File: src/rtl/dmem_bus_bridge.sv
// Data-RAM request to req/ack bus bridge: turns a single-cycle memory-stage access into a
// variable-latency bus transaction, holding the pipeline until it completes, flushes or times out.
module dmem_bus_bridge #(
    parameter int TIMEOUT_CYC = 255,
    parameter int CNT_W       = 8
) (
    input  logic        cpu_clk_50M,
    input  logic        cpu_rst_n,
    input  logic        dce,
    input  logic [3:0]  we,
    input  logic [3:0]  dre,
    input  logic [31:0] daddr,
    input  logic [31:0] din,
    input  logic        flush,
    output logic        stall_req,
    output logic [31:0] dm_rdata,
    output logic        dm_rvalid,
    output logic        bus_err,
    output logic        bus_req,
    output logic        bus_wr,
    output logic [3:0]  bus_be,
    output logic [31:0] bus_addr,
    output logic [31:0] bus_wdata,
    input  logic        bus_ack,
    input  logic [31:0] bus_rdata
);

    typedef enum logic [1:0] {IDLE, REQ, DONE, ABORT} state_t;

    localparam logic [CNT_W-1:0] CNT_LAST = CNT_W'(TIMEOUT_CYC - 1);

    state_t            state_reg, state_next;
    logic [CNT_W-1:0]  cnt_reg, cnt_next;
    logic              bus_req_reg, bus_req_next;
    logic              bus_wr_reg, bus_wr_next;
    logic [3:0]        bus_be_reg, bus_be_next;
    logic [31:0]       bus_addr_reg, bus_addr_next;
    logic [31:0]       bus_wdata_reg, bus_wdata_next;
    logic [31:0]       dm_rdata_reg, dm_rdata_next;
    logic              dm_rvalid_reg, dm_rvalid_next;
    logic              bus_err_reg, bus_err_next;

    logic              is_write;
    logic [3:0]        be_sel;
    logic              timeout;

    assign is_write = |we;
    assign timeout  = (cnt_reg == CNT_LAST);

    // Stores drive the store lanes, loads the load lanes.
    genvar gi;
    generate
        for (gi = 0; gi < 4; gi++) begin : g_be_lane
            assign be_sel[gi] = is_write ? we[gi] : dre[gi];
        end
    endgenerate

    always_comb begin
        state_next     = state_reg;
        cnt_next       = cnt_reg;
        bus_req_next   = bus_req_reg;
        bus_wr_next    = bus_wr_reg;
        bus_be_next    = bus_be_reg;
        bus_addr_next  = bus_addr_reg;
        bus_wdata_next = bus_wdata_reg;
        dm_rdata_next  = dm_rdata_reg;
        dm_rvalid_next = 1'b0;
        bus_err_next   = 1'b0;

        case (state_reg)
            IDLE: begin
                cnt_next = '0;
                if (dce && !flush) begin
                    bus_wr_next    = is_write;
                    bus_be_next    = be_sel;
                    bus_addr_next  = daddr & 32'hFFFF_FFFC;
                    bus_wdata_next = din;
                    bus_req_next   = 1'b1;
                    state_next     = REQ;
                end
            end
            REQ: begin
                cnt_next = cnt_reg + CNT_W'(1);
                if (bus_ack) begin
                    bus_req_next = 1'b0;
                    cnt_next     = '0;
                    if (flush) begin
                        state_next = IDLE;
                    end else begin
                        state_next = DONE;
                        if (!bus_wr_reg) begin
                            dm_rdata_next  = bus_rdata;
                            dm_rvalid_next = 1'b1;
                        end
                    end
                end else if (timeout) begin
                    bus_req_next = 1'b0;
                    bus_err_next = 1'b1;
                    cnt_next     = '0;
                    if (flush) begin
                        state_next = IDLE;
                    end else begin
                        state_next = DONE;
                        if (!bus_wr_reg) begin
                            dm_rdata_next = '0;
                        end
                    end
                end else if (flush) begin
                    // The slave already saw the request; wait it out in ABORT.
                    state_next = ABORT;
                end
            end
            DONE: begin
                cnt_next   = '0;
                state_next = IDLE;
            end
            ABORT: begin
                cnt_next = cnt_reg + CNT_W'(1);
                if (bus_ack) begin
                    bus_req_next = 1'b0;
                    cnt_next     = '0;
                    state_next   = IDLE;
                end else if (timeout) begin
                    bus_req_next = 1'b0;
                    bus_err_next = 1'b1;
                    cnt_next     = '0;
                    state_next   = IDLE;
                end
            end
            default: begin
                state_next = IDLE;
            end
        endcase
    end

    always_ff @(posedge cpu_clk_50M) begin
        if (!cpu_rst_n) begin
            state_reg     <= IDLE;
            cnt_reg       <= '0;
            bus_req_reg   <= 1'b0;
            bus_wr_reg    <= 1'b0;
            bus_be_reg    <= '0;
            bus_addr_reg  <= '0;
            bus_wdata_reg <= '0;
            dm_rdata_reg  <= '0;
            dm_rvalid_reg <= 1'b0;
            bus_err_reg   <= 1'b0;
        end else begin
            state_reg     <= state_next;
            cnt_reg       <= cnt_next;
            bus_req_reg   <= bus_req_next;
            bus_wr_reg    <= bus_wr_next;
            bus_be_reg    <= bus_be_next;
            bus_addr_reg  <= bus_addr_next;
            bus_wdata_reg <= bus_wdata_next;
            dm_rdata_reg  <= dm_rdata_next;
            dm_rvalid_reg <= dm_rvalid_next;
            bus_err_reg   <= bus_err_next;
        end
    end

    // DONE never stalls so the pipeline moves past the finished access.
    assign stall_req = cpu_rst_n & (((state_reg == IDLE) & dce & ~flush)
                                    | (state_reg == REQ)
                                    | ((state_reg == ABORT) & dce));

    assign bus_req   = bus_req_reg;
    assign bus_wr    = bus_wr_reg;
    assign bus_be    = bus_be_reg;
    assign bus_addr  = bus_addr_reg;
    assign bus_wdata = bus_wdata_reg;
    assign dm_rdata  = dm_rdata_reg;
    assign dm_rvalid = dm_rvalid_reg;
    assign bus_err   = bus_err_reg;

endmodule

File: config.mk
export PLATFORM = sky130hd
export DESIGN_NAME = dmem_bus_bridge
export DESIGN_NICKNAME = d
export VERILOG_FILES = /design/src/rtl/dmem_bus_bridge.sv
export SDC_FILE = /design/constraint.sdc
export NUM_CORES = 1
export LEC_CHECK = 0
export BUFFER_PORTS_ARGS = -buffer_cell sky130_fd_sc_hd__buf_4
export CAP_MARGIN = 0
export CORE_MARGIN = 2
export CORE_UTILIZATION = 28
export CTS_CLUSTER_DIAMETER = 150
export CTS_CLUSTER_SIZE = 40
export DETAILED_ROUTE_END_ITERATION = 16
export GPL_ROUTABILITY_DRIVEN = 1
export PLACE_DENSITY = 0.49
export SKIP_LAST_GASP = 1
export SLEW_MARGIN = 20
export SYNTH_ARGS = -nofsm -noshare
export SYNTH_HDL_FRONTEND = slang
export SYNTH_SLANG_ARGS = --single-unit
File: constraint.sdc
create_clock -name cpu_clk_50M -period 2 [get_ports cpu_clk_50M]
set_clock_uncertainty 0.2 [all_clocks]
set_input_delay 0.2 -clock cpu_clk_50M [delete_from_list [all_inputs] [get_ports cpu_clk_50M]]
set_output_delay 0.2 -clock cpu_clk_50M [all_outputs]
set_load 0.02 [all_outputs]
==> results.md <==
- Status: finished, final reports clean
- Starting Density: 0.288
- Commonest non-fill, non-tap cell in the layout: buf_4
- Root Driver: clkbuf_16
- Chip width: 129 µm
- Largest net degree at the start of global routing: 68
- DR iter-0 viols: 265
- Power density over the cells: 688 nW/µm²
- Synthesized flop and latch total: 112
- Mapped cell area: 4400 µm²
- Routed Antenna Nets: 0
- CP required: 2030 ps
- Flop pwr share: 0.455
- GRT Resource Usage Total: 0.172
- Pint: 3.91 mW
- Switching Power: 1.32 mW
- Cells after DPL: 931
- CP Buf/Inv Count: 2
- DRC: 0
- GP Congestion: 0.764
- Leak Pwr: 3.11 nW
- Final count of pins violating max slew: 0
- I/O pin total: 214
- Remaining global-route overflow: 0
- Final period util: 0.942
- Clock Tree Buf Depth: 2
- Seq/Total Area, Yosys: 0.510
- WL final: 15400 µm
- Sink Count: 112
- Ant. Diodes: 0
- Row count: 45
- Maxcap violations: 0
- Critical Path Most Common Cell: buf_4
- CP max FO: 32
- Port-buffer cells: 209
- Mapped Cells: 546
- Most frequent cells in the layout: 221 x buf_4, 168 x nand2_1, 112 x dfxtp_1
- Post-Syn Area per Cell: 8.05 µm²
- Via/cell ratio: 4.65
- Synth unique cells: 33
- Vias in the first global route: 4680
- Die Ht: 129 µm
- Worst-path clk slew: 70 ps
- Fin nets: 950
- Hold Crit Class: input pin to register
- Overall Power: 5.23 mW
- Antenna violations before repair: 0
- Final Hold Fails: 0
- Achievable clock frequency: 531 MHz
- Fillcell total: 1448
- Placeable Area: 15300 µm²
- Shortest period the worst path allows: 1880 ps
- Net Sw Frac: 0.251
- Via count: 4909
- Final setup fails: 0
- Global-route wire length before repair: 23000 µm
- Layout cell share with drive strength beyond 1: 0.296
- CTS tree: done
- CP max stage delay: 440 ps
- H-tree depth: 3
- Crit-path cells: buf_4 > or4b_1 > buf_4 > nand3_1 > o211ai_1
- Total Neg Setup Slack: 0 ps
- Crit path kind: register to register
- Critical Path End Type: register
- Area delta synth->final: 72.9%
- Fin cells: 1055
- Max VDD drop: 0.392 mV
- CTS Buf Count: 9
- Routed length per instance: 14.6 µm
- Combinational Power Share: 0.180
- Startpoint Class: register
- Pre-antenna DRT Iters: 6
- Crit path DAT: 1910 ps
- Die area: 16700 µm²
- Family with the most delay on the worst path: simple AND/OR/NAND/NOR gates
- Worst skew pair latency: 350 ps
- Critical path's slowest cell: dfxtp_1
- DP Wirelength: 9590 µm
- Power share of the clock group: 0.366
- Yosys warns: 0
- RSZ-0062 raised after global routing: true
## path summary, 6_finish.rpt
| path | end | slack (ps) | start | depth (start not counted) |
|---|---|---|---|---|
| setup / recovery | dm_rdata[14] | 120 | state_reg[0] | 5 |
| hold / removal | state_reg[0] | 130 | bus_ack | 4 |
| setup reg to reg | dm_rdata[14] | 120 | state_reg[0] | 5 |
| hold reg to reg | bus_wdata[13] | 260 | bus_wdata[13] | 2 |
## logic make-up (layout without fill, tap and decap cells)
group	after synthesis	in the layout	share of synthesized area
simple gates	261	261	0.266
compound gates	113	113	0.150
flops	112	112	0.510
buf+inv	53	350	0.0598
xor+xnor	3	3	0.00598
fa+ha+maj	2	2	0.00569
other cells	1	2	0.000853
mux	1	1	0.00228
## tightest hold or removal path, cell delays in order
cell and delay [ps]:
buf_4 90, and3b_1 160, o21ai_1 110, o21ai_2 60
## layout make-up
| cell class | count | area (µm²) | area share |
|---|---|---|---|
| sequential | 112 | 2240 | 0.295 |
| timing repair buffer | 332 | 2840 | 0.374 |
| clock inverter | 2 | 35.0 | 0.00461 |
| clock buffer | 14 | 284 | 0.0374 |
| inverter | 2 | 7.51 | 0.000988 |
| multi-input combinational | 382 | 1930 | 0.254 |
| tap | 211 | 264 | 0.0347 |
## cell usage after synthesis
| cell | number | area, µm² |
|---|---|---|
| o211ai_1 | 32 | 240 |
| o21ai_0 | 5 | 25.0 |
| nor2_1 | 6 | 22.5 |
| dfxtp_1 | 112 | 2240 |
| inv_1 | 1 | 3.75 |
| or2_2 | 1 | 6.26 |
| nand3_1 | 41 | 205 |
| buf_4 | 2 | 15.0 |
| and3b_1 | 1 | 8.76 |
| nand4_1 | 33 | 206 |
| nor2b_1 | 1 | 6.26 |
| nand2_1 | 168 | 631 |
| and3_1 | 1 | 6.26 |
| clkbuf_1 | 28 | 105 |
| a21oi_1 | 68 | 340 |
| buf_1 | 1 | 3.75 |
| nor4_1 | 2 | 12.5 |
| o21bai_1 | 2 | 15.0 |
| mux2i_1 | 1 | 10.0 |
| or4b_1 | 2 | 20.0 |
| buf_2 | 15 | 75.1 |
| conb_1 | 1 | 3.75 |
| o21ai_1 | 1 | 5.00 |
| o21ai_2 | 1 | 8.76 |
| xor2_1 | 2 | 17.5 |
| or3_1 | 3 | 18.8 |
| inv_2 | 1 | 3.75 |
| ha_1 | 2 | 25.0 |
| xnor2_1 | 1 | 8.76 |
| nor4b_1 | 1 | 8.76 |
| buf_6 | 5 | 56.3 |
| a31oi_1 | 4 | 25.0 |
| nor4b_2 | 1 | 15.0 |
## stage by stage
stage	instance area, µm²	hold WS (ps)	utilization	setup slack [ps]
after global placement	6160	243	0.404	173
after detailed placement	6160	248	0.404	144
after global routing	7600	179	0.498	-10.4
final	7600	127	0.498	116
after floorplan	4400	136	-	276
after CTS	7520	117	0.493	40.7
## layer usage
layer	track usage	part of all wire
met5	0	0
met4	0.0665	0.021
met3	0.0442	0.073
met2	0.287	0.45
met1	0.213	0.46
## what timing repair did
action / in CTS / in global routing
resized for setup: 0 / 3
hold buffers: 104 / 0
endpoints found under the hold margin: 102 / 0
endpoints found under the setup margin: 0 / 33
setup buffers: 0 / 1
## power groups by stage
stage	Sequential (mW)	Clock, mW	Combinational [mW]
after floorplan	2.53	0	0.253
after global placement	2.42	0	0.734
after detailed placement	2.43	0	0.741
after CTS	2.38	1.98	0.908
after global routing	2.39	2.06	1.01
final	2.38	1.91	0.939
No activity file was read; power rests on OpenSTA's default activity.
